[config.mk]
export PLATFORM = sky130hd
export DESIGN_NAME = wb_lsu_queue
export DESIGN_NICKNAME = d
export VERILOG_FILES = /design/src/rtl/wb_lsu_queue.sv
export SDC_FILE = /design/constraint.sdc
export NUM_CORES = 1
export LEC_CHECK = 0
export ABC_AREA = 1
export ABC_CLOCK_PERIOD_IN_PS = 2850
export CAP_MARGIN = 0
export CELL_PAD_IN_SITES_DETAIL_PLACEMENT = 0
export CELL_PAD_IN_SITES_GLOBAL_PLACEMENT = 1
export CORE_AREA = 2 2 135 137
export CTS_BUF_LIST = sky130_fd_sc_hd__clkbuf_16
export CTS_CLUSTER_SIZE = 30
export DETAILED_ROUTE_END_ITERATION = 6
export DIE_AREA = 0 0 137 139
export PLACE_DENSITY_LB_ADDON = 0.3
export SLEW_MARGIN = 20
export SYNTH_ARGS = -nofsm -noshare
export SYNTH_HDL_FRONTEND = slang
export SYNTH_SLANG_ARGS = --single-unit
[constraint.sdc]
create_clock -name clk -period 2.85 [get_ports clk]
set_input_delay 0.57 -clock clk [delete_from_list [all_inputs] [get_ports clk]]
set_output_delay 0.57 -clock clk [all_outputs]
set_load 0.01 [all_outputs]
[src/rtl/wb_lsu_queue.sv]
// -----------------------------------------------------------------------------
// wb_lsu_queue
//
// Writeback stage for a core whose LSU can have up to DEPTH loads in flight.
// Load metadata (rd, width, byte offset) is queued in issue order.
// Each response pops the head entry. The raw bus word is aligned and
// sign/zero-extended, then merged with EX results onto a single registered
// register-file write port. A returning load always wins over EX.
//
// A flush empties the queue. Loads that were already on the bus still return,
// so they are added to a discard counter, and the matching responses are
// swallowed without any writeback.
//
// Ports
//   clk, rst             clock, synchronous active-high reset
//   ex_*                 EX result and its handshake (ex_ready_o)
//   ld_req_*             load issue: push metadata into the queue
//   ld_rsp_*             load response from the bus, in issue order
//   flush_i              drop all outstanding loads
//   wb_*                 registered register-file write port
//   ld_err_o             one-cycle pulse: load returned a bus error
//   pending_o            number of live entries in the queue
// -----------------------------------------------------------------------------
module wb_lsu_queue #(
    parameter int XLEN  = 32,
    parameter int DEPTH = 4
) (
    input  logic                       clk,
    input  logic                       rst,

    input  logic                       ex_valid_i,
    input  logic                       ex_we_rd_i,
    input  logic [4:0]                 ex_rd_addr_i,
    input  logic [XLEN-1:0]            ex_result_i,
    output logic                       ex_ready_o,

    input  logic                       ld_req_valid_i,
    output logic                       ld_req_ready_o,
    input  logic [4:0]                 ld_req_rd_addr_i,
    input  logic [2:0]                 ld_req_width_i,
    input  logic [$clog2(XLEN/8)-1:0]  ld_req_offset_i,

    input  logic                       ld_rsp_valid_i,
    output logic                       ld_rsp_ready_o,
    input  logic [XLEN-1:0]            ld_rsp_data_i,
    input  logic                       ld_rsp_err_i,

    input  logic                       flush_i,

    output logic                       wb_valid_o,
    output logic                       wb_we_rd_o,
    output logic [4:0]                 wb_rd_addr_o,
    output logic [XLEN-1:0]            wb_rd_data_o,
    output logic                       ld_err_o,
    output logic [$clog2(DEPTH):0]     pending_o
);

    localparam int OW = $clog2(XLEN/8);
    localparam int PW = $clog2(DEPTH);
    localparam int CW = PW + 1;
    // Discard can grow across back-to-back flushes when responses lag behind.
    // The extra headroom covers many queue-fulls of stale loads.
    localparam int DW = CW + 4;

    logic [4:0]    q_rd    [DEPTH];
    logic [2:0]    q_width [DEPTH];
    logic [OW-1:0] q_off   [DEPTH];

    logic [PW-1:0] wr_ptr;
    logic [PW-1:0] rd_ptr;
    logic [CW-1:0] count;
    logic [DW-1:0] discard;

    logic          full;
    logic          discarding;
    logic          live_rsp;
    logic          drop_rsp;
    logic          push;
    logic          ex_take;

    logic [4:0]      head_rd;
    logic [2:0]      head_width;
    logic [OW-1:0]   head_off;
    logic [XLEN-1:0] shifted;
    logic [XLEN-1:0] ld_data;

    assign full       = (count == CW'(DEPTH));
    assign discarding = (discard != '0);
    assign live_rsp   = ld_rsp_valid_i && !discarding && (count != '0);
    assign drop_rsp   = ld_rsp_valid_i && discarding;
    assign push       = ld_req_valid_i && ld_req_ready_o;
    assign ex_take    = ex_valid_i && !live_rsp;

    assign ld_req_ready_o = !full && !flush_i;
    assign ld_rsp_ready_o = (count != '0) || discarding;
    assign ex_ready_o     = !live_rsp;
    assign pending_o      = count;

    assign head_rd    = q_rd[rd_ptr];
    assign head_width = q_width[rd_ptr];
    assign head_off   = q_off[rd_ptr];

    // Move the addressed byte lane down to bit 0, then extend by access width.
    // Width 111 is not a legal load; it is handled like a W load.
    always_comb begin
        shifted = ld_rsp_data_i >> {head_off, 3'b000};
        case (head_width)
            3'b000:  ld_data = XLEN'($signed(shifted[7:0]));
            3'b100:  ld_data = XLEN'(shifted[7:0]);
            3'b001:  ld_data = XLEN'($signed(shifted[15:0]));
            3'b101:  ld_data = XLEN'(shifted[15:0]);
            3'b110:  ld_data = XLEN'(shifted[31:0]);
            3'b011:  ld_data = shifted;
            default: ld_data = XLEN'($signed(shifted[31:0]));
        endcase
    end

    // Queue storage carries no control meaning, so it needs no reset.
    always_ff @(posedge clk) begin
        if (push) begin
            q_rd[wr_ptr]    <= ld_req_rd_addr_i;
            q_width[wr_ptr] <= ld_req_width_i;
            q_off[wr_ptr]   <= ld_req_offset_i;
        end
    end

    always_ff @(posedge clk) begin
        if (rst) begin
            wr_ptr  <= '0;
            rd_ptr  <= '0;
            count   <= '0;
            discard <= '0;
        end else if (flush_i) begin
            // Every entry still live after this cycle's pop has a response
            // on its way back that must be dropped. Push is already blocked.
            wr_ptr  <= '0;
            rd_ptr  <= '0;
            count   <= '0;
            discard <= discard - DW'(drop_rsp) + DW'(count) - DW'(live_rsp);
        end else begin
            if (push) begin
                wr_ptr <= wr_ptr + PW'(1);
            end
            if (live_rsp) begin
                rd_ptr <= rd_ptr + PW'(1);
            end
            count   <= count + CW'(push) - CW'(live_rsp);
            discard <= discard - DW'(drop_rsp);
        end
    end

    always_ff @(posedge clk) begin
        if (rst) begin
            wb_valid_o   <= 1'b0;
            wb_we_rd_o   <= 1'b0;
            wb_rd_addr_o <= '0;
            wb_rd_data_o <= '0;
            ld_err_o     <= 1'b0;
        end else if (live_rsp) begin
            wb_valid_o   <= 1'b1;
            wb_we_rd_o   <= !ld_rsp_err_i && (head_rd != 5'd0);
            wb_rd_addr_o <= head_rd;
            wb_rd_data_o <= ld_data;
            ld_err_o     <= ld_rsp_err_i;
        end else if (ex_take) begin
            wb_valid_o   <= 1'b1;
            wb_we_rd_o   <= ex_we_rd_i && (ex_rd_addr_i != 5'd0);
            wb_rd_addr_o <= ex_rd_addr_i;
            wb_rd_data_o <= ex_result_i;
            ld_err_o     <= 1'b0;
        end else begin
            wb_valid_o   <= 1'b0;
            wb_we_rd_o   <= 1'b0;
            ld_err_o     <= 1'b0;
        end
    end

endmodule

# Word level (Yosys, flattened, before mapping)
# Memory sizes are Yosys's and may differ from the RTL's. A register that Yosys moved wholly into a read port is not among the register bits.
# Index checks and enable logic that the tools add are counted.
# totals
output_inout_bits	46
latch_bits	0
rom_bits	0
wordCells	65
input_bits	87
mem_count	3
ramBits	40
register_bits	54
# memory_table
memory	words	width	rd	rd_ports_with_merged_regs	write_ports	line_no	source
q_rd	4	5	1	1	1	65	logic [4:0] q_rd [DEPTH];
q_width	4	3	1	1	1	66	logic [2:0] q_width [DEPTH];
q_off	4	2	1	1	1	67	logic [OW-1:0] q_off [DEPTH];
# op_classes
div_mod_pow	0
eq_ne	4
mul	0
n_shift	1
n_lt_le_gt_ge	0
n_reduce_logical	22
mux	18
bitwise_logic	1
n_addsub	7
# op_table
operator	count
case mux 32 bit (4 select lines)	1
two-way mux 32 bit	2
>> shifter 32 x 5 -> 32 bit	1
subtractor 7 x 1 -> 7 bit	2
two-way mux 2 bit	6
two-way mux 5 bit	2
nonzero test 5 bit	2
== test 3 bit (second input constant)	3
logical AND 1 bit	8
adder 7 x 3 -> 7 bit	1
two-way mux 7 bit	1
nonzero test 7 bit	1
two-way mux 1 bit	6
zero test 1 bit	5
adder 2 x 1 -> 2 bit (second input constant)	2
OR reduction 2 bit	2
adder 3 x 1 -> 3 bit	1
== test 3 x 1 -> 1 bit (second input constant)	1
zero test 3 bit	1
nonzero test 3 bit	1
subtractor 3 x 1 -> 3 bit	1
nonzero test 2 bit	1
logical OR 1 bit	1
NOT 1 bit	1

# Logic depth before layout (Yosys ltp)
# logic_depth
ltp_word	8
mapped_depth	23
mapped_depth_nobuf	23

# Worst setup path after synthesis
# No wires, ideal clock.
# synth_timing
kind	flip-flop to flip-flop
startpoint	register discard[5]
endpoint	register discard[6]
path_slack_ps	0
n_path_buf	0
path_stages_with_launch	22
required_ps	2717
arrival_time_ps	2717
path_cell_list	dfxtp_1 > inv_1 > nand4_1 > nor3_4 > nor2_1 > ha_1 > ha_1 > inv_1 > ha_1 > fa_1 > nand2_1 > inv_1 > o21ai_0 > nand2_1 > nand3_1 > nand2_1 > nand2_1 > nand2_1 > nand2_1 > nand2_1 > nand2_1 > a21oi_1
# synth_via
elab_chain_len	6
# synth_lines
element	line_no	source
from (decl)	72	logic [DW-1:0] discard;
from (signal assigned)	139	discard <= discard - DW'(drop_rsp) + DW'(count) - DW'(live_rsp);
from (signal assigned)	148	discard <= discard - DW'(drop_rsp);
nonzero test 7 bit	88	assign discarding = (discard != '0);
logical AND 1 bit or zero test 1 bit (tied branches)	90, 89	
subtractor 7 x 1 -> 7 bit or logical AND 1 bit (tied branches)	139, 148, 89	
adder 7 x 3 -> 7 bit or logical AND 1 bit (tied branches)	139, 89	
subtractor 7 x 1 -> 7 bit	139	
two-way mux 7 bit (*)	133	end else if (flush_i) begin
# Every way passes the cells marked *; elsewhere a longest branch is shown, timed or not.
# A chain may end at the register's enable or synchronous reset.

# Worst setup path after layout
# layout_timing
startpoint	register discard[6]
endpoint	register discard[6]
# The elaborated chain is that of the path after synthesis.

==> flow_metrics.tcl <==
set metrics [dict create \
    synth_warnings 0 \
    grt_use_total_pct 16.6 \
    fin_nets 918 \
    fin_crit_ns 2.86 \
    met1_usage_pct 22.1 \
    cp_slowest_cell "fa_2" \
    critPathArrivalTime_ns 3.11 \
    grt_use_met3_pct 2.92 \
    hold_slack_ns 0.456 \
    initial_core_util_pct 29.5 \
    cpPeakStageDelay_ns 0.40 \
    num_vias 4933 \
    dp_cells 1021 \
    holdBufCountCts 0 \
    numPortBuffers 132 \
    design.core.area_mm2 0.0177 \
    n_antenna_cell 0 \
    busiest_layer "met2" \
    synth_top_cell_by_area "edfxtp_1" \
    first_iter_violations 249 \
    setup_violations 1 \
    endpoint_kind "flop" \
    worstPathCellList "inv_2, nand4_1, nor3_4, nor2_4, ha_4, buf_6, nor2_4, nor2_2, ha_1, inv_2, fa_2, nand2_2, inv_2, o21ai_2, nand2_2, nand3_2, nand2_2, nand2_2, nand2_1, nand2_1, nand2_1, nand2_1, a21oi_1" \
    clk-insertion-delay-late_ns 0.35 \
    row_count 49 \
    ant_nets 0 \
    htree_levels 3 \
    antenna_found_initial 0 \
    drtPass1Iterations 4 \
    globalplace.congestion 0.855 \
    grt_overflow 0 \
    holdPathStages 2 \
    maxSlewHeadroom_pct 62.8 \
    fin_crit_sh_pct 100 \
    synthCells 654 \
    vias_per_cell 4.72 \
    cts_tree "yes" \
    worst_pin_slew_ns 0.559 \
    cts_buffer_depth 2 \
    fmax_ghz 0.349 \
    finalMaxSlewViolations 0 \
    wl_per_cell_um 15.1 \
    drc 0 \
    cts_sinks 96 \
    worst_slack_ns -0.0142 \
    rsz0062_at_grt "true" \
    grt.met2_usage_pct 27.0 \
    synth_top_area_share_pct 23.1 \
    path_clk_slew_ns 0.08 \
    cts_buffers 9 \
    die_h_um 139 \
    synth_nets 760 \
    fin_tns_setup_ns -0.0142 \
    fin_worst_skew_ns 0.00998 \
    power.leakage_nw 3.00 \
    ios 133 \
    crit_fanout 3 \
    ys_ff_latch 96 \
    routed_wl_mm 15.8 \
    synthTopCellsByArea "edfxtp_1 23%, dfxtp_1 22%, nand2_1 12%" \
    violations "setup timing" \
    grt_first_pass_wirelength_mm 24.8 \
    grt_pass1_vias 4854 \
    dieArea_mm2 0.0190 \
    cap_violations 0 \
    synth_edf_count 40 \
    postSynth.asyncResetShare_pct 0 \
    synth-main-ff-cell "dfxtp_1" \
    peakVddDrop_mv 0.362 \
    synth_common_cells "170 x nand2_1, 69 x o21ai_0, 60 x nor2_1" \
    yosysUniqueCellTypes 44 \
    cp.required_ns 3.10 \
    path_class "reg2reg" \
    layout-drive-gt1-share_pct 16.6 \
    grt_max_degree 60 \
    critical_path.top_delay_family "simple AND/OR/NAND/NOR gates" \
    yosysMostFrequentCell "nand2_1" \
    hold_viol 0 \
    path_depth 23 \
    hp-class "reg2reg" \
    r2r_cells 23 \
    ys_seq_area_share_pct 44.6 \
    power_density_mw_per_mm2 654 \
    netlist_area_mm2 0.00520 \
    clockRootBuffer "clkbuf_16" \
    layout-area-overhead-vs-synth_pct 41.1 \
    dp_hpwl_mm 11.6 \
    avgSynthCellArea_um2 7.95 \
    die_w_um 137 \
    crit_buf_inv 4 \
    start_kind "flop" \
    stdcell_count 1046 \
    status "finished with violations" \
]
## kinds of logic after synthesis
group                      share of synthesized area, %
and+or+nand+nor                                    24.3
adders and majority gates                          4.86
DFF                                                44.6
xor gates and xnor gates                          0.842
buffers and inverters                              8.51
AOI/OAI and AO/OA                                  16.5
muxes                                             0.385
## cell usage in the layout (no fill, tap or decap), types with 8 or more instances in the layout
master	count
nor2_1	56
nand3_1	28
nor2_2	13
ha_1	13
clkbuf_16	9
dfxtp_1	53
inv_1	49
o21ai_2	12
clkdlybuf4s50_1	131
a31oi_1	9
edfxtp_1	40
inv_2	15
buf_4	44
nand2_1	165
o21ai_1	16
nand2_2	8
o21ai_0	68
a21oi_1	16
## sequential cells by signal, summed over array words and instances (netlist names), 2 cells and up, named ones only
name          cells
discard           7
pending_o         3
q_off             8
q_rd             20
q_width          12
rd_ptr            2
wb_rd_addr_o      5
wb_rd_data_o     32
wr_ptr            2
## worst min-delay path: stages (launching register included)
cell and delay [ns]:
dfxtp_1 0.31, nand2_1 0.06, nand2_1 0.05
## path summary, 6_finish.rpt
| check | from | to | slack [ns] |
|---|---|---|---|
| worst max-delay path | discard[6] | discard[6] | -0.01 |
| worst min-delay path | wb_rd_data_o[12] | wb_rd_data_o[12] | 0.46 |
| worst max register to register | discard[6] | discard[6] | -0.01 |
| worst min register to register | wb_rd_data_o[12] | wb_rd_data_o[12] | 0.46 |
## repair_timing
action / CTS / global route
setup endpoints to repair: 2 / 5
resized for setup: 9 / 28
setup buffers: 5 / 4
pin swaps: 7 / 25
cloned: 0 / 0
## metrics by stage
stage	utilization [%]	instance area [um^2]	setup WS (ns)	power, mW
after floorplan	-	5200	0.000323	2.55
after CTS	41.0	7230	-0.0722	4.56
after global placement	39.0	6880	-0.504	3.16
after global routing	41.6	7340	-0.217	5.13
after detailed placement	39.0	6880	-0.557	3.19
final	41.6	7340	-0.0142	4.80
## where the power goes
part | internal, mW | leakage, nW | switching [mW] | total, mW
sequential | 1.53 | 0.825 | 0.0519 | 1.58
clock | 0.612 | 0.146 | 0.587 | 1.20
combinational | 1.02 | 2.03 | 1.01 | 2.03
## layer usage
| metal | part of all wire (%) | routed length, um |
|---|---|---|
| met5 | 0 | 0 |
| met4 | 1.5 | 238 |
| met3 | 4.4 | 705 |
| met2 | 48 | 7550 |
| met1 | 46 | 7350 |
## area by class of cell
type                            instances  area (um^2)
Sequential cell                        96         2330
Multi-Input combinational cell        464         2530
Timing Repair Buffer                  178         1680
Inverter                               63          236
Tap cell                              229          287
Clock inverter                          7         61.3
Clock buffer                            9          225
Fill cell                            1784        10300
Note: power is estimated with default switching activity, not from simulation.
